`src/rtl/timebase_ctrl_if.sv`:
```
// Configuration/control/status bundle for timebase_ctrl.
// Optional member tick_total exists only when TIMEBASE_TICKCNT_EN is defined.
interface timebase_ctrl_if #(
  parameter int CNT_W   = 32,
  parameter int BURST_W = 8
) ();
  logic               cfg_valid;
  logic               cfg_ready;
  logic [CNT_W-1:0]   cfg_div;
  logic               cfg_oneshot;
  logic [BURST_W-1:0] cfg_burst;
  logic               start;
  logic               stop;
  logic               tick;
  logic               sq_out;
  logic               busy;
  logic               done;
`ifdef TIMEBASE_TICKCNT_EN
  logic [15:0]        tick_total;
`endif

  modport master (
`ifdef TIMEBASE_TICKCNT_EN
    input  tick_total,
`endif
    output cfg_valid, cfg_div, cfg_oneshot, cfg_burst, start, stop,
    input  cfg_ready, tick, sq_out, busy, done
  );

  modport slave (
`ifdef TIMEBASE_TICKCNT_EN
    output tick_total,
`endif
    input  cfg_valid, cfg_div, cfg_oneshot, cfg_burst, start, stop,
    output cfg_ready, tick, sq_out, busy, done
  );
endinterface

```
`src/rtl/timebase_ctrl.sv`:
```
// Run-time programmable timebase: divide-by-N counter producing a tick strobe
// and a square wave, periodic or one-shot burst, with a valid/ready config port.
// Optional macro TIMEBASE_TICKCNT_EN adds a 16-bit saturating tick_total count.
module timebase_ctrl #(
  parameter int          CNT_W       = 32,
  parameter int unsigned DEFAULT_DIV = 50000000,
  parameter int          BURST_W     = 8
) (
  input  logic clk,
  input  logic rst_n,
  timebase_ctrl_if.slave bus
);

  typedef enum logic {S_IDLE, S_RUN} state_t;

  // Divisors below 2 cannot produce a distinct half and terminal count.
  function automatic logic [CNT_W-1:0] clamp_div(input logic [CNT_W-1:0] d);
    return (d < CNT_W'(2)) ? CNT_W'(2) : d;
  endfunction

  // A burst of zero ticks is meaningless; treat it as one.
  function automatic logic [BURST_W-1:0] clamp_burst(input logic [BURST_W-1:0] b);
    return (b == '0) ? BURST_W'(1) : b;
  endfunction

  state_t             state_q, state_d;
  logic [CNT_W-1:0]   div_q, div_d;
  logic               oneshot_q, oneshot_d;
  logic [BURST_W-1:0] burst_q, burst_d;
  logic [CNT_W-1:0]   cnt_q, cnt_d;
  logic [BURST_W-1:0] bcnt_q, bcnt_d;
  logic               tick_q, tick_d;
  logic               sq_q, sq_d;
  logic               busy_q, busy_d;
  logic               done_q, done_d;
  logic               rdy_q, rdy_d;
  logic               term_cnt, half_cnt, xfer;

  assign xfer     = bus.cfg_valid & rdy_q;
  assign term_cnt = (cnt_q == div_q - CNT_W'(1));
  assign half_cnt = (cnt_q == (div_q >> 1) - CNT_W'(1));

  // State register.
  always_ff @(posedge clk or negedge rst_n) begin
    if (!rst_n) state_q <= S_IDLE;
    else        state_q <= state_d;
  end

  // Next-state, counter and registered-output decode.
  always_comb begin
    state_d   = state_q;
    div_d     = div_q;
    oneshot_d = oneshot_q;
    burst_d   = burst_q;
    cnt_d     = cnt_q;
    bcnt_d    = bcnt_q;
    tick_d    = 1'b0;
    done_d    = 1'b0;
    sq_d      = sq_q;
    case (state_q)
      S_IDLE: begin
        if (xfer) begin
          div_d     = clamp_div(bus.cfg_div);
          oneshot_d = bus.cfg_oneshot;
          burst_d   = clamp_burst(bus.cfg_burst);
        end
        if (bus.start && !bus.stop) begin
          state_d = S_RUN;
          cnt_d   = '0;
          bcnt_d  = '0;
          sq_d    = 1'b0;
        end
      end
      S_RUN: begin
        cnt_d = term_cnt ? '0 : cnt_q + CNT_W'(1);
        if (term_cnt || half_cnt) sq_d = ~sq_q;
        if (term_cnt) begin
          tick_d = 1'b1;
          if (oneshot_q) begin
            if (bcnt_q == burst_q - BURST_W'(1)) begin
              state_d = S_IDLE;
              done_d  = !bus.stop;
            end else begin
              bcnt_d = bcnt_q + BURST_W'(1);
            end
          end
        end
        // Stop wins over everything except the final tick itself.
        if (bus.stop) state_d = S_IDLE;
        if (state_d == S_IDLE) begin
          cnt_d = '0;
          sq_d  = 1'b0;
        end
      end
      default: state_d = S_IDLE;
    endcase
    busy_d = (state_d == S_RUN);
    rdy_d  = (state_d == S_IDLE);
  end

  // Configuration, counters and output registers.
  always_ff @(posedge clk or negedge rst_n) begin
    if (!rst_n) begin
      div_q     <= CNT_W'(DEFAULT_DIV);
      oneshot_q <= 1'b0;
      burst_q   <= BURST_W'(1);
      cnt_q     <= '0;
      bcnt_q    <= '0;
      tick_q    <= 1'b0;
      sq_q      <= 1'b0;
      busy_q    <= 1'b0;
      done_q    <= 1'b0;
      rdy_q     <= 1'b1;
    end else begin
      div_q     <= div_d;
      oneshot_q <= oneshot_d;
      burst_q   <= burst_d;
      cnt_q     <= cnt_d;
      bcnt_q    <= bcnt_d;
      tick_q    <= tick_d;
      sq_q      <= sq_d;
      busy_q    <= busy_d;
      done_q    <= done_d;
      rdy_q     <= rdy_d;
    end
  end

  assign bus.tick      = tick_q;
  assign bus.sq_out    = sq_q;
  assign bus.busy      = busy_q;
  assign bus.done      = done_q;
  assign bus.cfg_ready = rdy_q;

`ifdef TIMEBASE_TICKCNT_EN
  function automatic logic [15:0] sat_inc16(input logic [15:0] v);
    return (v == 16'hFFFF) ? v : v + 16'd1;
  endfunction

  logic [15:0] total_q, total_d;

  // Tick total: cleared on entry to RUN, saturating increment per tick.
  always_comb begin
    total_d = total_q;
    if (state_q == S_IDLE && state_d == S_RUN) total_d = '0;
    else if (tick_d)                           total_d = sat_inc16(total_q);
  end

  // Tick total register.
  always_ff @(posedge clk or negedge rst_n) begin
    if (!rst_n) total_q <= '0;
    else        total_q <= total_d;
  end

  assign bus.tick_total = total_q;
`endif

endmodule

```
`src/flat_wrapper.sv`:
```
// flat-port wrapper written by rule: the top's interface ports become plain ports
module timebase_ctrl_flat 
#(
  parameter int          CNT_W       = 32,
  parameter int unsigned DEFAULT_DIV = 50000000,
  parameter int          BURST_W     = 8
)
  (clk, rst_n, bus_cfg_valid, bus_cfg_div, bus_cfg_oneshot, bus_cfg_burst, bus_start, bus_stop, bus_cfg_ready, bus_tick, bus_sq_out, bus_busy, bus_done);
  timebase_ctrl_if #(.CNT_W(CNT_W), .BURST_W(BURST_W)) bus_i ();
  input  logic clk;
  input  logic rst_n;
  input wire logic [$bits(bus_i.cfg_valid)-1:0] bus_cfg_valid;
  input wire logic [$bits(bus_i.cfg_div)-1:0] bus_cfg_div;
  input wire logic [$bits(bus_i.cfg_oneshot)-1:0] bus_cfg_oneshot;
  input wire logic [$bits(bus_i.cfg_burst)-1:0] bus_cfg_burst;
  input wire logic [$bits(bus_i.start)-1:0] bus_start;
  input wire logic [$bits(bus_i.stop)-1:0] bus_stop;
  output wire logic [$bits(bus_i.cfg_ready)-1:0] bus_cfg_ready;
  output wire logic [$bits(bus_i.tick)-1:0] bus_tick;
  output wire logic [$bits(bus_i.sq_out)-1:0] bus_sq_out;
  output wire logic [$bits(bus_i.busy)-1:0] bus_busy;
  output wire logic [$bits(bus_i.done)-1:0] bus_done;
  assign bus_i.cfg_valid = bus_cfg_valid;
  assign bus_i.cfg_div = bus_cfg_div;
  assign bus_i.cfg_oneshot = bus_cfg_oneshot;
  assign bus_i.cfg_burst = bus_cfg_burst;
  assign bus_i.start = bus_start;
  assign bus_i.stop = bus_stop;
  assign bus_cfg_ready = bus_i.cfg_ready;
  assign bus_tick = bus_i.tick;
  assign bus_sq_out = bus_i.sq_out;
  assign bus_busy = bus_i.busy;
  assign bus_done = bus_i.done;
  timebase_ctrl #(.CNT_W(CNT_W), .DEFAULT_DIV(DEFAULT_DIV), .BURST_W(BURST_W)) u_core (.clk(clk), .rst_n(rst_n), .bus(bus_i));
endmodule
```
`config.mk`:
```
export PLATFORM = sky130hd
export DESIGN_NAME = timebase_ctrl_flat
export DESIGN_NICKNAME = d
export VERILOG_FILES = /design/src/rtl/timebase_ctrl_if.sv /design/src/rtl/timebase_ctrl.sv /design/src/flat_wrapper.sv
export SDC_FILE = /design/constraint.sdc
export NUM_CORES = 1
export LEC_CHECK = 0
export CAP_MARGIN = 20
export CELL_PAD_IN_SITES_DETAIL_PLACEMENT = 1
export CELL_PAD_IN_SITES_GLOBAL_PLACEMENT = 1
export CORE_MARGIN = 2
export CORE_UTILIZATION = 45
export CTS_CLUSTER_DIAMETER = 30
export DETAILED_ROUTE_END_ITERATION = 8
export MAX_ROUTING_LAYER = met4
export PLACE_DENSITY_LB_ADDON = 0.12
export SKIP_CTS_REPAIR_TIMING = 1
export SYNTH_ARGS = -nofsm -noshare
export SYNTH_HDL_FRONTEND = slang
export SYNTH_SLANG_ARGS = --single-unit
```
`constraint.sdc`:
```
create_clock -name clk -period 10.4 [get_ports clk]
set_input_delay 1.56 -clock clk [delete_from_list [all_inputs] [get_ports clk]]
set_output_delay 1.56 -clock clk [all_outputs]
set_load 0.005 [all_outputs]
```
# Yosys cells after proc, flatten, opt, wreduce, memory -nomap -nowiden
# Index checks and enable logic that the tools add are counted.
word_totals:
  reg_bits: 86
  inputBits: 46
  output_inout_bits: 5
op_classes:
  n_addsub: 5
  magnitude_cmp: 1
  eq_ne: 8
  n_mux: 28
  bitwise_logic: 4
  reduce_logical: 7
ops:
  columns: ["op", "n"]
  rows:
  - ["2-to-1 mux 32 bit", 4]
  - ["== test 32 bit", 2]
  - ["case mux 32 bit (2 select lines)", 1]
  - ["2-to-1 mux 8 bit", 5]
  - ["adder 32 x 1 -> 32 bit (second input constant)", 1]
  - ["< comparator 32 x 2 -> 1 bit (second input constant)", 1]
  - ["subtractor 31 x 1 -> 32 bit (second input constant)", 1]
  - ["subtractor 32 x 1 -> 32 bit (second input constant)", 1]
  - ["case mux 8 bit (2 select lines)", 1]
  - ["2-to-1 mux 1 bit", 15]
  - ["adder 8 x 1 -> 8 bit (second input constant)", 1]
  - ["== test 8 bit", 1]
  - ["zero test 8 bit", 1]
  - ["subtractor 8 x 1 -> 8 bit (second input constant)", 1]
  - ["inequality test 2 bit (second input constant)", 3]
  - ["case mux 1 bit (2 select lines)", 2]
  - ["AND reduction 2 bit", 2]
  - ["AND reduction 4 bit", 1]
  - ["inequality test 3 bit (second input constant)", 1]
  - ["inverter 1 bit", 3]
  - ["inequality test 2 x 1 -> 1 bit (second input constant)", 1]
  - ["AND 1 bit", 1]
  - ["logical AND 1 bit", 1]
  - ["zero test 1 bit", 1]
  - ["logical OR 1 bit", 1]

# Depth between registers and ports, before layout
logic_depth:
  word_depth: 9
  mapped_depth: 14
  mapped_depth_nobuf: 11

# Worst setup path before layout
# No wires, ideal clock.
synth_path:
  path_kind: "reg2reg"
  start: "register u_core.div_q[0]"
  end: "register u_core.bcnt_q[5]"
  setup_ns: 0.128
  arrival_time_ns: 3.359
  setup_slack_ns: 6.914
  path_stages_with_launch: 13
  synth_period_minus_slack_ns: 3.486
  cell_sequence: "dfrtp_1 > inv_1 > ha_1 > nor3b_1 > nand4_2 > o21a_1 > or4_1 > nor4_1 > and4_1 > buf_4 > nor2_2 > nor4_4 > mux2_1"
synth_via:
  elab_chain_len: 4
synth_lines:
  columns: ["element", "line", "source"]
  rows:
  - ["start: declaration", "timebase_ctrl.sv:27", "logic [CNT_W-1:0] div_q, div_d;"]
  - ["start signal: assignment", "timebase_ctrl.sv:104", "div_q <= CNT_W'(DEFAULT_DIV);"]
  - ["start signal: assignment", "timebase_ctrl.sv:115", "div_q <= div_d;"]
  - ["subtractor 32 x 1 -> 32 bit", "timebase_ctrl.sv:40", "assign term_cnt = (cnt_q == div_q - CNT_W'(1));"]
  - ["== test 32 bit", "timebase_ctrl.sv:40", null]
  - ["inequality test 2 bit (no line)", null, null]
  - ["AND reduction 4 bit (no line)", null, null]
  - ["end signal: assignment", "timebase_ctrl.sv:119", "bcnt_q <= bcnt_d;"]
  - ["end: declaration", "timebase_ctrl.sv:31", "logic [BURST_W-1:0] bcnt_q, bcnt_d;"]
# Every way passes these cells.
# A chain may end at the register's enable or synchronous reset.

# Final worst setup path
layout_path:
  start: "register u_core.div_q[0]"
  end: "register u_core.cnt_q[15]"
layout_via:
  elab_chain_len: 7
  elab_cells_between_ends: 8
layout_lines:
  columns: ["element", "line", "source"]
  rows:
  - ["subtractor 32 x 1 -> 32 bit (*)", "timebase_ctrl.sv:40", null]
  - ["== test 32 bit (*)", "timebase_ctrl.sv:40", null]
  - ["2-to-1 mux 1 bit", "timebase_ctrl.sv:77", "if (term_cnt) begin"]
  - ["2-to-1 mux 1 bit", "timebase_ctrl.sv:89", "if (bus.stop) state_d = S_IDLE;"]
  - ["2-to-1 mux 1 bit", "timebase_ctrl.sv:60", "case (state_q)"]
  - ["2-to-1 mux 32 bit (*)", "timebase_ctrl.sv:90", "if (state_d == S_IDLE) begin"]
  - ["case mux 32 bit (2 select lines) (*)", "timebase_ctrl.sv:60", null]
  - ["end signal: assignment", "timebase_ctrl.sv:118", "cnt_q <= cnt_d;"]
  - ["end: declaration", "timebase_ctrl.sv:30", "logic [CNT_W-1:0] cnt_q, cnt_d;"]
# Every way passes the cells marked *; elsewhere a longest branch is shown, timed or not. The select of a mux whose other input is x is not followed.

==> metrics.md <==
| Metric | Value |
|---|---|
| Number of hold-slack violations in the final timing report | 0 |
| Overall via count from detail_route | between 6000 and 7000 |
| Source of the worst register-to-register timing path | u_core.div_q[0]$_DFFE_PN0P_ |
| Synthesized net count | 889 |
| Crit path cell chain | inv_1 > ha_1 > nor3b_1 > nand4_2 > o21a_1 > or4_1 > nor4_1 > and4_1 > buf_4 > nor2_2 > buf_4 > and3_1 > a211o_1 |
| Maximum buffer depth of the clock tree | 2 |
| Std cell rows | 44 |
| DIE AREA | ~16000 µm² |
| Critical path peak fanout | 25 |
| I/O Buffers | 50 |
| Setup repair after global routing missed its margin | false |
| Starting density of the core | a little under half |
| Final worst-path setup slack | 5.674 ns |
| Placed wire-length estimate | 18.01 mm |
| Max Freq | about 0.21 GHz |
| EDFF count, synth | 0 |
| Final setup viols | 0 |
| Launching instance or port of the critical path | u_core.div_q[0]$_DFFE_PN0P_ |
| Flip-flop and latch count after synthesis | 86 |
| Hold path startpoint | u_core.burst_q[0]$_DFFE_PN1P_ |
| Headroom to the max-slew limit | 31.93% |
| Cell total after placement | roughly 1000 |
| DRT iter0 DRCs | 379 |
| Yosys synthesis warning count | 0 |
| Data arrival time of the worst path | slightly below 5 ns |
| Clock Pin Slew Worst Setup and Hold Paths | ~0.07 ns |
| Detailed-route vias per instance | ~6.3 |
| Share of final-layout standard cells stronger than drive strength 1 | under 10% |
| Post-Route Hold Slack | 0.5186 ns |
| Setup Total Neg Slack | 0 ns |
| Hold WC Path Type | reg2reg |
| Synth cell types | 66 |
| Antenna violations before repair | 0 |
| Pin slew with the least headroom to its limit | 1.012 ns |
| Setup Slack @ Placement | 5.756 ns |
| Worst path most repeated cell | sky130_fd_sc_hd__buf_4 |
| Final Max Tran Viols | 0 |
| Post-synth top area cell | sky130_fd_sc_hd__dfrtp_1 |
| Clock insertion delay at the later pin of the skew report | 0.35 ns |
| Largest clock skew in the final design | ~0.011 ns |
| Leading cell type in the layout, fill and taps excluded | sky130_fd_sc_hd__nand2_1 |
| Summed instance area of the synthesized netlist | 6599 µm² |
| Maximum number of pins on one net before global-route repair | 67 |
| Vias in the first global route | 6870 |
| # diodes | 0 |
| Leakage | 2.974 nW |
| Number of cells produced by synthesis | 838 |
| Die width | 125.1 µm |
| Crit Reg-Reg Endpoint | u_core.cnt_q[15]$_DFFE_PN0P_ |
| Die Y | 125.1 µm |
| Routed len/inst | 22.86 µm |
| IR drop worst, VDD | between 0.08 and 0.09 mV |
| Count of nets left with antenna violations after detail routing | 0 |
| Worst setup endpoint | u_core.cnt_q[15]$_DFFE_PN0P_ |
| Req. time, crit path | 10.64 ns |
| First-pass GRT wire length | around 37 mm |
| Post-synthesis async set-or-reset flop share | 100.0% |
| TritonCTS Buffers | 9 |
| Root buf cell | sky130_fd_sc_hd__clkbuf_16 |
| Share of the clock period used by the worst path after layout | roughly 45% |
| CTS H-tree lvls | 3 |
| WL final | between 20 and 25 mm |
| Final cell count without fillers | 1033 |
| Startpoint class of the critical path | flip-flop |
| Placeable Area | 14420 µm² |
| Number of cells on the worst reg-to-reg path | 13 |
| Largest cells by area after synthesis | sky130_fd_sc_hd__dfrtp_1, sky130_fd_sc_hd__nand2_1, sky130_fd_sc_hd__xnor2_1 |
| Clock tree from TritonCTS | built |
| Worst hold path cell count | 2 |
| Overall track demand over capacity in global routing | 31.32% |
| Register-to-Register Setup Slack | roughly 5.7 ns |
| Type of element capturing the critical path | flip-flop |
| # Max-Cap Violations | 0 |
| Min cycle time layout | about 4.7 ns |
| Most used cells in the layout excluding fill and tap cells | sky130_fd_sc_hd__nand2_1, sky130_fd_sc_hd__dfrtp_1, sky130_fd_sc_hd__xnor2_1 |
| Final instance area | 7381 µm² |
| Global-route congestion overflow total | 0 |
| Number of filler instances in the final layout | 1793 |
| Area after DPL | between 7000 and 8000 µm² |
| Status | finished, final reports clean |
| Worst Path Class, Setup | reg2reg |
| Maximum cell stage delay along the critical path | 0.67 ns |
| Routability Congestion | just over 1 |
| Top cell type's share of synthesized area | 27.30% |
| Final layout net count | around 900 |
| Portion of the post-synthesis area used by sequential elements | around 33% |
| Cell with the largest stage delay on the worst path | sky130_fd_sc_hd__nor3b_1 |
| Area overhead of the layout relative to synthesis | 11.85% |
| I/O pin cnt | 51 |
| DRC viols | 0 |
| Power density over the cells | 163.2 nW/µm² |
| Detailed-router iteration count before antenna repair | 5 |
| Most instantiated flip-flop cell in the synthesis netlist | sky130_fd_sc_hd__dfrtp_1 |
| Average size of a mapped cell | between 7 and 8 µm² |
| # clock sinks | 86 |
## where the power goes
| part | internal [W] | switching (W) | leakage, nW |
|---|---|---|---|
| combinational | 0.000165 | 0.000236 | 1.74 |
| sequential | 0.000384 | 0.000107 | 1.10 |
| clock | 0.000164 | 0.000149 | 0.128 |
| total | 0.000713 | 0.000492 | 2.97 |
## per-layer routing
metal / vias up / global-route usage (%) / part of all wire, %
li1: 3000 / - / -
met1: 3310 / 39.65 / 44
met2: 169 / 50.80 / 48
met3: 49 / 3.851 / 3.8
met4: 0 / 13.33 / 3.9
met5: - / - / 0
## stage by stage
stage               total power [W]  utilization (%)
finish                     0.001205            51.17
global route               0.001275            51.17
CTS                        0.001200            51.14
detailed placement        0.0008859            49.29
global placement          0.0008662            49.29
floorplan                 0.0007450                -
## synth_stat cells (4+ instances only)
master	instances
sky130_fd_sc_hd__nand3_1	30
sky130_fd_sc_hd__clkbuf_1	46
sky130_fd_sc_hd__and4_1	8
sky130_fd_sc_hd__and2_1	4
sky130_fd_sc_hd__nand4b_1	4
sky130_fd_sc_hd__and3_1	16
sky130_fd_sc_hd__a2111oi_0	4
sky130_fd_sc_hd__xnor2_1	59
sky130_fd_sc_hd__or2_2	6
sky130_fd_sc_hd__dfstp_2	14
sky130_fd_sc_hd__ha_1	5
sky130_fd_sc_hd__nor3_1	29
sky130_fd_sc_hd__a21o_1	5
sky130_fd_sc_hd__o21ai_0	26
sky130_fd_sc_hd__nor2_1	55
sky130_fd_sc_hd__nor2b_1	4
sky130_fd_sc_hd__a31oi_1	29
sky130_fd_sc_hd__xor2_1	44
sky130_fd_sc_hd__dfrtp_1	72
sky130_fd_sc_hd__nor4b_1	4
sky130_fd_sc_hd__nand2b_1	6
sky130_fd_sc_hd__nand3b_1	4
sky130_fd_sc_hd__or4_1	11
sky130_fd_sc_hd__inv_1	20
sky130_fd_sc_hd__o211ai_1	10
sky130_fd_sc_hd__a21oi_1	33
sky130_fd_sc_hd__nand4_1	20
sky130_fd_sc_hd__a211oi_1	5
sky130_fd_sc_hd__o22ai_1	6
sky130_fd_sc_hd__nand2_1	149
sky130_fd_sc_hd__nor4_1	27
sky130_fd_sc_hd__buf_2	8
sky130_fd_sc_hd__buf_1	5
sky130_fd_sc_hd__or3_1	15
## critical path: cells and delay by family, from the launching register on
family / cells / cell delay (ns)
AOI/OAI and AO/OA: 2 / 0.59
adders and majority gates: 1 / 0.21
buffers and inverters: 3 / 0.74
DFF: 1 / 0.49
and+or+nand+nor: 7 / 2.58
## sequential cells by signal, indices dropped and copies added, names as in the netlist
signal and cells:
u_core.bcnt_q 8, u_core.bus.cfg_ready 1, u_core.div_q 32, u_core.bus.done 1, u_core.state_q 1, u_core.burst_q 8, u_core.bus.tick 1, u_core.bus.sq_out 1
u_core.oneshot_q 1, u_core.cnt_q 32
## kinds of logic after synthesis
kind of cell    count (synthesis)  synth area share, %
buf+inv                        83                5.271
fa+ha+maj                       5               0.9480
simple gates                  409                32.03
compound gates                146                14.24
flops                          86                32.88
mux                             6               0.9670
xor+xnor                      103                13.67
## final cells by class
| class | count | area [µm²] | area share, % |
|---|---|---|---|
| Clock inverter | 4 | 30.03 | 0.4068 |
| Sequential cell | 86 | 2170 | 29.39 |
| Multi-Input combinational cell | 669 | 4084 | 55.33 |
| Timing Repair Buffer | 58 | 555.5 | 7.527 |
| Clock buffer | 12 | 236.5 | 3.204 |
| Inverter | 20 | 75.07 | 1.017 |
| Tap cell | 184 | 230.2 | 3.119 |
## how the worst min path moves through the flow
stage                               endpoint  slack, ns
6_report       u_core.burst_q[0]$_DFFE_PN1P_       0.52
5_1_grt        u_core.burst_q[0]$_DFFE_PN1P_       0.56
3_3_place_gp    u_core.div_q[25]$_DFFE_PN1P_       0.51
3_5_place_dp   u_core.burst_q[0]$_DFFE_PN1P_       0.51
4_1_cts        u_core.burst_q[0]$_DFFE_PN1P_       0.52
2_1_floorplan  u_core.burst_q[7]$_DFFE_PN0P_       0.47
(Power assumes the default switching activity.)
